--- src/rtl/hub75_scan_driver_if.sv ---
// Frame-memory read bus between the HUB75 scan driver and a dual-half frame RAM.
//   rd_addr    : {buffer, row, column} read address (driver -> memory)
//   rd_data_hi : pixel for the upper panel half, {R, G, B} (memory -> driver)
//   rd_data_lo : pixel for the lower panel half, same format (memory -> driver)
// The master modport is the scan driver; the slave modport is the frame memory.
interface hub75_scan_driver_if #(
  parameter int unsigned AW = 11,
  parameter int unsigned DW = 24
);
  logic [AW-1:0] rd_addr;
  logic [DW-1:0] rd_data_hi;
  logic [DW-1:0] rd_data_lo;

  modport master (output rd_addr, input rd_data_hi, input rd_data_lo);
  modport slave  (input rd_addr, output rd_data_hi, output rd_data_lo);
endinterface

--- src/rtl/hub75_scan_driver.sv ---
// HUB75 1/16-scan panel driver with binary-code modulation.
// Walks every row and bit plane of the selected frame buffer, fetching one column from each panel
// half per shift, then blanks, latches and lights the row for BASE_TIME<<plane cycles.
//   clk, reset_n   : clock and synchronous active-low reset
//   enable         : run frames; when dropped, the current plane finishes and the driver idles
//   disp_buffer    : buffer to display, sampled only at frame start
//   mem            : frame-memory read bus (rd_addr out, rd_data_hi/rd_data_lo in)
//   r1,g1,b1       : upper-half colour bits for the current plane
//   r2,g2,b2       : lower-half colour bits for the current plane
//   row_addr       : panel A-D row select
//   sclk, lat, oe_n: panel shift clock, latch strobe, active-low output enable
//   frame_done     : one-cycle pulse after the last plane of the last row
module hub75_scan_driver #(
  parameter int unsigned COLS       = 64,
  parameter int unsigned ROWS       = 16,
  parameter int unsigned PLANES     = 8,
  parameter int unsigned RD_LATENCY = 2,
  parameter int unsigned BASE_TIME  = 8
) (
  input  logic                    clk,
  input  logic                    reset_n,
  input  logic                    enable,
  input  logic                    disp_buffer,
  hub75_scan_driver_if.master     mem,
  output logic                    r1,
  output logic                    g1,
  output logic                    b1,
  output logic                    r2,
  output logic                    g2,
  output logic                    b2,
  output logic [$clog2(ROWS)-1:0] row_addr,
  output logic                    sclk,
  output logic                    lat,
  output logic                    oe_n,
  output logic                    frame_done
);

  localparam int unsigned CW = $clog2(COLS);
  localparam int unsigned RW = $clog2(ROWS);
  localparam int unsigned PW = $clog2(PLANES);
  localparam int unsigned IW = $clog2(3 * PLANES);
  // One timer serves both the fetch wait and the longest display period.
  localparam int unsigned TW = $clog2((BASE_TIME << (PLANES - 1)) + 1);

  typedef enum logic [2:0] {
    StIdle, StFetch, StShiftLo, StShiftHi, StBlank, StLatch, StDisplay
  } state_e;

  state_e          state_q, state_d;
  logic            buf_q, buf_d;
  logic [RW-1:0]   row_q, row_d;
  logic [CW-1:0]   col_q, col_d;
  logic [PW-1:0]   plane_q, plane_d;
  logic [TW-1:0]   tmr_q, tmr_d;
  logic [RW-1:0]   row_addr_q, row_addr_d;
  logic            frame_done_q, frame_done_d;
  logic            sclk_q, lat_q, oe_n_q;
  logic            frame_end;
  logic [TW-1:0]   disp_len;
  logic            shifting;
  logic [IW-1:0]   idx_r, idx_g, idx_b;

  assign disp_len = TW'(BASE_TIME) << plane_q;

  always_comb begin
    state_d      = state_q;
    buf_d        = buf_q;
    row_d        = row_q;
    col_d        = col_q;
    plane_d      = plane_q;
    tmr_d        = tmr_q;
    row_addr_d   = row_addr_q;
    frame_done_d = 1'b0;
    frame_end    = 1'b0;
    case (state_q)
      StIdle: begin
        if (enable) begin
          buf_d   = disp_buffer;
          row_d   = '0;
          col_d   = '0;
          plane_d = '0;
          tmr_d   = '0;
          state_d = StFetch;
        end
      end
      StFetch: begin
        if (tmr_q == TW'(RD_LATENCY - 1)) state_d = StShiftLo;
        else                              tmr_d   = tmr_q + 1'b1;
      end
      StShiftLo: state_d = StShiftHi;
      StShiftHi: begin
        if (col_q == CW'(COLS - 1)) begin
          state_d = StBlank;
        end else begin
          col_d   = col_q + 1'b1;
          tmr_d   = '0;
          state_d = StFetch;
        end
      end
      StBlank: begin
        // Row select moves only while the panel is dark.
        row_addr_d = row_q;
        state_d    = StLatch;
      end
      StLatch: begin
        tmr_d   = '0;
        state_d = StDisplay;
      end
      StDisplay: begin
        if (tmr_q == disp_len - 1'b1) begin
          tmr_d = '0;
          col_d = '0;
          if (plane_q != PW'(PLANES - 1)) begin
            plane_d = plane_q + 1'b1;
          end else begin
            plane_d = '0;
            if (row_q != RW'(ROWS - 1)) begin
              row_d = row_q + 1'b1;
            end else begin
              row_d        = '0;
              frame_done_d = 1'b1;
              frame_end    = 1'b1;
            end
          end
          if (!enable) begin
            state_d = StIdle;
          end else begin
            state_d = StFetch;
            // Buffer swaps only at frame boundaries to avoid tearing.
            if (frame_end) buf_d = disp_buffer;
          end
        end else begin
          tmr_d = tmr_q + 1'b1;
        end
      end
      default: state_d = StIdle;
    endcase
  end

  always_ff @(posedge clk) begin
    if (!reset_n) begin
      state_q      <= StIdle;
      buf_q        <= 1'b0;
      row_q        <= '0;
      col_q        <= '0;
      plane_q      <= '0;
      tmr_q        <= '0;
      row_addr_q   <= '0;
      frame_done_q <= 1'b0;
      sclk_q       <= 1'b0;
      lat_q        <= 1'b0;
      oe_n_q       <= 1'b1;
    end else begin
      state_q      <= state_d;
      buf_q        <= buf_d;
      row_q        <= row_d;
      col_q        <= col_d;
      plane_q      <= plane_d;
      tmr_q        <= tmr_d;
      row_addr_q   <= row_addr_d;
      frame_done_q <= frame_done_d;
      // Panel strobes are registered from the next state so they track state_q glitch-free.
      sclk_q       <= (state_d == StShiftHi);
      lat_q        <= (state_d == StLatch);
      oe_n_q       <= (state_d != StDisplay);
    end
  end

  assign mem.rd_addr = {buf_q, row_q, col_q};

  // Memory data is valid from SHIFT_LO and held through SHIFT_HI, so the colour bits are
  // stable a full cycle before sclk rises.
  assign shifting = (state_q == StShiftLo) || (state_q == StShiftHi);
  assign idx_b    = IW'(plane_q);
  assign idx_g    = IW'(PLANES) + IW'(plane_q);
  assign idx_r    = IW'(2 * PLANES) + IW'(plane_q);

  assign r1 = shifting & mem.rd_data_hi[idx_r];
  assign g1 = shifting & mem.rd_data_hi[idx_g];
  assign b1 = shifting & mem.rd_data_hi[idx_b];
  assign r2 = shifting & mem.rd_data_lo[idx_r];
  assign g2 = shifting & mem.rd_data_lo[idx_g];
  assign b2 = shifting & mem.rd_data_lo[idx_b];

  assign row_addr   = row_addr_q;
  assign sclk       = sclk_q;
  assign lat        = lat_q;
  assign oe_n       = oe_n_q;
  assign frame_done = frame_done_q;

endmodule

--- src/flat_wrapper.sv ---
// flat-port wrapper written by rule: the top's interface ports become plain ports
module hub75_scan_driver_flat 
#(
  parameter int unsigned COLS       = 64,
  parameter int unsigned ROWS       = 16,
  parameter int unsigned PLANES     = 8,
  parameter int unsigned RD_LATENCY = 2,
  parameter int unsigned BASE_TIME  = 8
)
  (clk, reset_n, enable, disp_buffer, r1, g1, b1, r2, g2, b2, row_addr, sclk, lat, oe_n, frame_done, mem_rd_addr, mem_rd_data_hi, mem_rd_data_lo);
  hub75_scan_driver_if mem_i ();
  input  logic clk;
  input  logic reset_n;
  input  logic enable;
  input  logic disp_buffer;
  output logic r1;
  output logic g1;
  output logic b1;
  output logic r2;
  output logic g2;
  output logic b2;
  output logic [$clog2(ROWS)-1:0] row_addr;
  output logic sclk;
  output logic lat;
  output logic oe_n;
  output logic frame_done;
  output wire logic [$bits(mem_i.rd_addr)-1:0] mem_rd_addr;
  input wire logic [$bits(mem_i.rd_data_hi)-1:0] mem_rd_data_hi;
  input wire logic [$bits(mem_i.rd_data_lo)-1:0] mem_rd_data_lo;
  assign mem_rd_addr = mem_i.rd_addr;
  assign mem_i.rd_data_hi = mem_rd_data_hi;
  assign mem_i.rd_data_lo = mem_rd_data_lo;
  hub75_scan_driver #(.COLS(COLS), .ROWS(ROWS), .PLANES(PLANES), .RD_LATENCY(RD_LATENCY), .BASE_TIME(BASE_TIME)) u_core (.clk(clk), .reset_n(reset_n), .enable(enable), .disp_buffer(disp_buffer), .mem(mem_i), .r1(r1), .g1(g1), .b1(b1), .r2(r2), .g2(g2), .b2(b2), .row_addr(row_addr), .sclk(sclk), .lat(lat), .oe_n(oe_n), .frame_done(frame_done));
endmodule
--- config.mk ---
export PLATFORM = sky130hd
export DESIGN_NAME = hub75_scan_driver_flat
export DESIGN_NICKNAME = d
export VERILOG_FILES = /design/src/rtl/hub75_scan_driver_if.sv /design/src/rtl/hub75_scan_driver.sv /design/src/flat_wrapper.sv
export SDC_FILE = /design/constraint.sdc
export NUM_CORES = 1
export LEC_CHECK = 0
export BUFFER_PORTS_ARGS = -buffer_cell sky130_fd_sc_hd__buf_2
export CELL_PAD_IN_SITES_DETAIL_PLACEMENT = 2
export CELL_PAD_IN_SITES_GLOBAL_PLACEMENT = 2
export CORE_ASPECT_RATIO = 0.6
export CORE_UTILIZATION = 29
export DETAILED_ROUTE_END_ITERATION = 7
export PLACE_DENSITY = 0.9
export SLEW_MARGIN = 10
export SYNTH_ARGS = -nofsm -noshare
export SYNTH_HDL_FRONTEND = slang
export SYNTH_SLANG_ARGS = --single-unit
--- constraint.sdc ---
create_clock -name clk -period 5.45 [get_ports clk]
set_input_delay 0.2725 -clock clk [delete_from_list [all_inputs] [get_ports clk]]
set_output_delay 0.2725 -clock clk [all_outputs]
set_load 0.01 [all_outputs]
Yosys cells after proc, flatten, opt, wreduce, memory -nomap -nowiden
Cells that the tools add are included.
- $lt $le $gt $ge: 3
- add/sub/neg operators: 7
- shifts and indexed selects: 1
- bitwise operators: 6
- equality and inequality tests: 21
- muxes and demuxes: 45
- reductions and logical operators: 11
- operator list (kind ; number):
    $pmux 11 s5 ; 1
    $mux 11 ; 4
    $mux 3 ; 7
    $pmux 3 s7 ; 1
    $bmux 1 s5 ; 4
    $mux 6 ; 3
    $pmux 6 s3 ; 1
    $mux 4 ; 4
    $mux 1 ; 15
    $eq 3x3->1 const B ; 4
    $lt 5x6->1 const B ; 2
    $reduce_and 4->1 ; 3
    $add 11x1->11 const B ; 1
    $eq 11x1->1 const B ; 1
    $eq 11x11->1 ; 1
    $shl 4x3->11 const A ; 1
    $sub 11x1->11 const B ; 1
    $ne 2x2->1 const B ; 5
    $eq 3x2->1 const B ; 3
    $pmux 4 s2 ; 1
    $add 6x1->6 const B ; 1
    $and 1x1->1 ; 6
    $bmux 1 s3 ; 2
    $eq 6x6->1 const B ; 1
    18 further kinds ; 21
- logic and storage cells: 105
- output and inout bits: 25
- flip-flop bits (word level): 36
- input port bits: 52

Logic depth before layout (Yosys ltp)
- word-level depth: 9
- depth in mapped cells: 15
- gate-level depth less buffers: 11

Worst setup path after synthesis
Ideal clock, no wire load.
- kind: register to register
- start point: reg u_core.plane_q[0]
- end point: reg u_core.tmr_q[0]
- path slack: 1662 ps
- setup time: 137 ps
- arrival: 3651 ps
- cell stages (with the launch flop): 15
- buffers on the path: 3
- required time: 5313 ps
- period minus slack after synthesis: 3788 ps
- cells stage by stage: dfxtp_1 -> clkbuf_1 -> clkbuf_1 -> inv_1 -> ha_1 -> buf_2 -> nand2_1 -> ha_1 -> or4b_1 -> a32oi_1 -> xor2_1 -> o2111a_2 -> a31oi_4 -> o31ai_2 -> nor2_1
- longest elaborated chain between the ends: 5
- ends and longest elaborated chain (what ; RTL line ; source):
    start: declaration ; hub75_scan_driver.sv:53 ; logic [PW-1:0] plane_q, plane_d;
    start signal: assignment ; hub75_scan_driver.sv:158 ; plane_q <= plane_d;
    $shl 4x3->11 ; hub75_scan_driver.sv:63 ; assign disp_len = TW'(BASE_TIME) << plane_q;
    $sub 11x1->11 ; hub75_scan_driver.sv:110 ; if (tmr_q == disp_len - 1'b1) begin
    $eq 11x11->1 ; hub75_scan_driver.sv:110 ;
    $mux 11 ; hub75_scan_driver.sv:110 ;
    $pmux 11 s5 ; hub75_scan_driver.sv:75 ; case (state_q)
    end signal: assignment ; hub75_scan_driver.sv:159 ; tmr_q <= tmr_d;
    end: declaration ; hub75_scan_driver.sv:54 ; logic [TW-1:0] tmr_q, tmr_d;
Every way passes these cells.
A chain may end at the register's enable or synchronous reset.

Worst setup path in the final report
- start point: reg u_core.plane_q[0]
- end point: reg u_core.tmr_q[7]
The elaborated chain is that of the path after synthesis.

==> results.tsv <==
metric	value	unit
outcome	completed	
Worst-path clk slew	0.06	ns
Leak	0.00126	uW
clock share of power	0.456	
total CTS buffers	5	
largest net degree at the start of global routing	26	
Antenna Violating Nets Remaining	0	
DPL Wire Length	7140	um
top-count cell post-synth	nand2_1	
Wirelength per Cell	19.4	um
Max-slew headroom	0.349	
hold path cells	3	
Max Freq	0.231	GHz
Cell variety after synth	48	
Post-synth EDFFs	0	
critical path fanouts, max	17	
vias after detailed routing	2594	
Setup Buffers After CTS	0	
Critical Path AT	4.47	ns
H-tree depth	2	
Sink Count	36	
YS warnings	0	
kind of end point of the critical path	flip-flop	
Tmin final	4.33	ns
RSZ-0062 raised after global routing	false	
R2R Setup Slk	1.12	ns
I/O pin count	77	
Synth Flop Type	dfxtp_1	
Yosys top cell area share	0.285	
Tot GR Track Use	0.213	
Layout area overhead	23.0	%
synthesized area	2530	um2
synth cell count leaders	nand2_1, dfxtp_1, nor2_1	
Switching Fraction	0.264	
register area share after synthesis	0.285	
Ant. Diodes	0	
cell area power density	206	nW/um2
Clock Latency Late Sink	0.29	ns
Hold Startpoint	disp_buffer	
total grt overflow	0	
drt total wl	9280	um
Startpoint Class	flip-flop	
DR iter-0 viols	109	
PostCTS Resize Cnt	0	
vias in the first global route	2692	
Clock Skews	0.00462	ns
hold crit path type	primary input to flip-flop	
net count after synthesis	367	
Flop pwr share	0.427	
Cells after Synth	304	
Die Y	74.4	um
FF+latch count, synth	36	
drt via density	5.42	
# hold bufs at CTS	0	
share of layout cells above drive strength 1	0.270	
I/O Buffers	76	
Max-cap violations	0	
final setup vio count	0	
Die Wd	123	um
P_sw	169	uW
internal power	471	uW
Fin. Hold Viols	0	
initial core utilization	0.310	
Worst Hold End	u_core.buf_q$_SDFFE_PN0P_	
Final Max Tran Viols	0	
reg2reg path depth	11	
layout net count	433	
worst endpoint required time	5.59	ns
Final TNS setup	0	ns
period utilisation layout	0.795	
CTS max path bufs	2	
reg-to-reg startpoint	u_core.plane_q[0]$_SDFFE_PN0P_	
RR Endpoint	u_core.tmr_q[7]$_SDFFE_PN0P_	
Root Buffer	clkbuf_16	
final core occ	0.381	
Residual DRC	0	
Max VDD drop	0.000106	V
Yosys top cell by area	dfxtp_1	
Rows	25	
CTS tree	done	
DR pass1 iterations	4	
first-pass GRT wire length	14700	um
Slew @ Worst Pin	0.974	ns
Syn Area/Cell	8.32	um2
die area	9110	um2
GP Congestion	0.744	
critical path class	flip-flop to flip-flop	
Area contributors post-synth	dfxtp_1, mux4_2, nand2_1	
core area	8160	um2
initial antenna violation count	0	
Async SR Flop Fraction	0	
Comb pwr share	0.117	
-- stage by stage --
stage	setup slack, ns	total power, uW	instances	area (um2)	hold slack (ns)
finish	1.12	639	479	3110	0.261
global route	0.648	668	479	3110	0.268
CTS	1.09	645	479	3110	0.254
detailed placement	1.15	353	471	2970	0.476
global placement	1.44	348	471	2970	0.449
floorplan	1.66	320	304	2530	0.415
-- layout by cell type (no fill, tap or decap), drive strengths merged, types with 7 or more instances in the layout --
cell type  instances
a21oi             14
a31oi              7
buf               76
dfxtp             36
ha                11
inv                9
mux2i              8
mux4              12
nand2             42
nand3             12
nor2              27
nor3              10
o21ai             18
xnor2             11
xor2               7
-- metal layers --
metal / wire (um) / global-route usage
met5: 0 / 0
met4: 65 / 0.0366
met3: 324 / 0.0399
met2: 4500 / 0.351
met1: 4390 / 0.295
-- power groups by stage --
stage | registers [uW] | clock network [uW] | logic [uW]
after floorplan | 275 | 0 | 44.4
after global placement | 278 | 0 | 69.7
after detailed placement | 279 | 0 | 74.5
after CTS | 273 | 297 | 75.2
after global routing | 274 | 312 | 82.4
final | 273 | 292 | 74.9
-- flip-flops by register name, summed over array words and instances (netlist names) --
register           flops
u_core.sclk            1
u_core.state_q         3
u_core.row_q           4
u_core.oe_n            1
u_core.lat             1
u_core.row_addr        4
u_core.tmr_q          11
u_core.col_q           6
u_core.buf_q           1
u_core.plane_q         3
u_core.frame_done      1
-- kinds of logic (layout without fill, tap and decap cells) --
group | after synthesis | count (layout) | synth area share
simple gates | 128 | 128 | 0.246
buf+inv | 27 | 94 | 0.0455
flops | 36 | 36 | 0.285
fa+ha+maj | 11 | 11 | 0.0544
xor+xnor | 18 | 18 | 0.0623
compound gates | 64 | 64 | 0.168
mux | 20 | 20 | 0.138
-- critical path, cell delays in order, from the launching register on --
cell and delay (ns):
dfxtp_1 0.96, inv_1 0.17, ha_1 0.36, nand2_1 0.16
ha_1 0.26, or4b_1 0.46, a32oi_1 0.25, xor2_1 0.17
o2111a_2 0.31, a31oi_4 0.21, o31ai_2 0.74, nor2_1 0.13
-- cell type report --
type	count	area (um2)
well taps	108	135
repair buffers	76	380
inverters	10	37.5
fillers	946	5050
flip-flops and latches	36	721
clock inverters	3	18.8
multi-input cells	241	1690
clock buffers	5	125
-- worst max path at each step --
stage                                         startpoint                            to  slack (ns)  cells past startpoint
after floorplan           u_core.plane_q[0]$_SDFFE_PN0P_  u_core.tmr_q[0]$_SDFFE_PN0P_        1.66                     14
after global placement    u_core.plane_q[0]$_SDFFE_PN0P_  u_core.tmr_q[7]$_SDFFE_PN0P_        1.44                     11
after detailed placement  u_core.plane_q[0]$_SDFFE_PN0P_  u_core.tmr_q[7]$_SDFFE_PN0P_        1.15                     11
after CTS                 u_core.plane_q[0]$_SDFFE_PN0P_  u_core.tmr_q[7]$_SDFFE_PN0P_        1.09                     11
after global routing      u_core.plane_q[0]$_SDFFE_PN0P_  u_core.tmr_q[6]$_SDFFE_PN0P_        0.65                     11
final                     u_core.plane_q[0]$_SDFFE_PN0P_  u_core.tmr_q[7]$_SDFFE_PN0P_        1.12                     11
No activity file was read; power rests on OpenSTA's default activity.
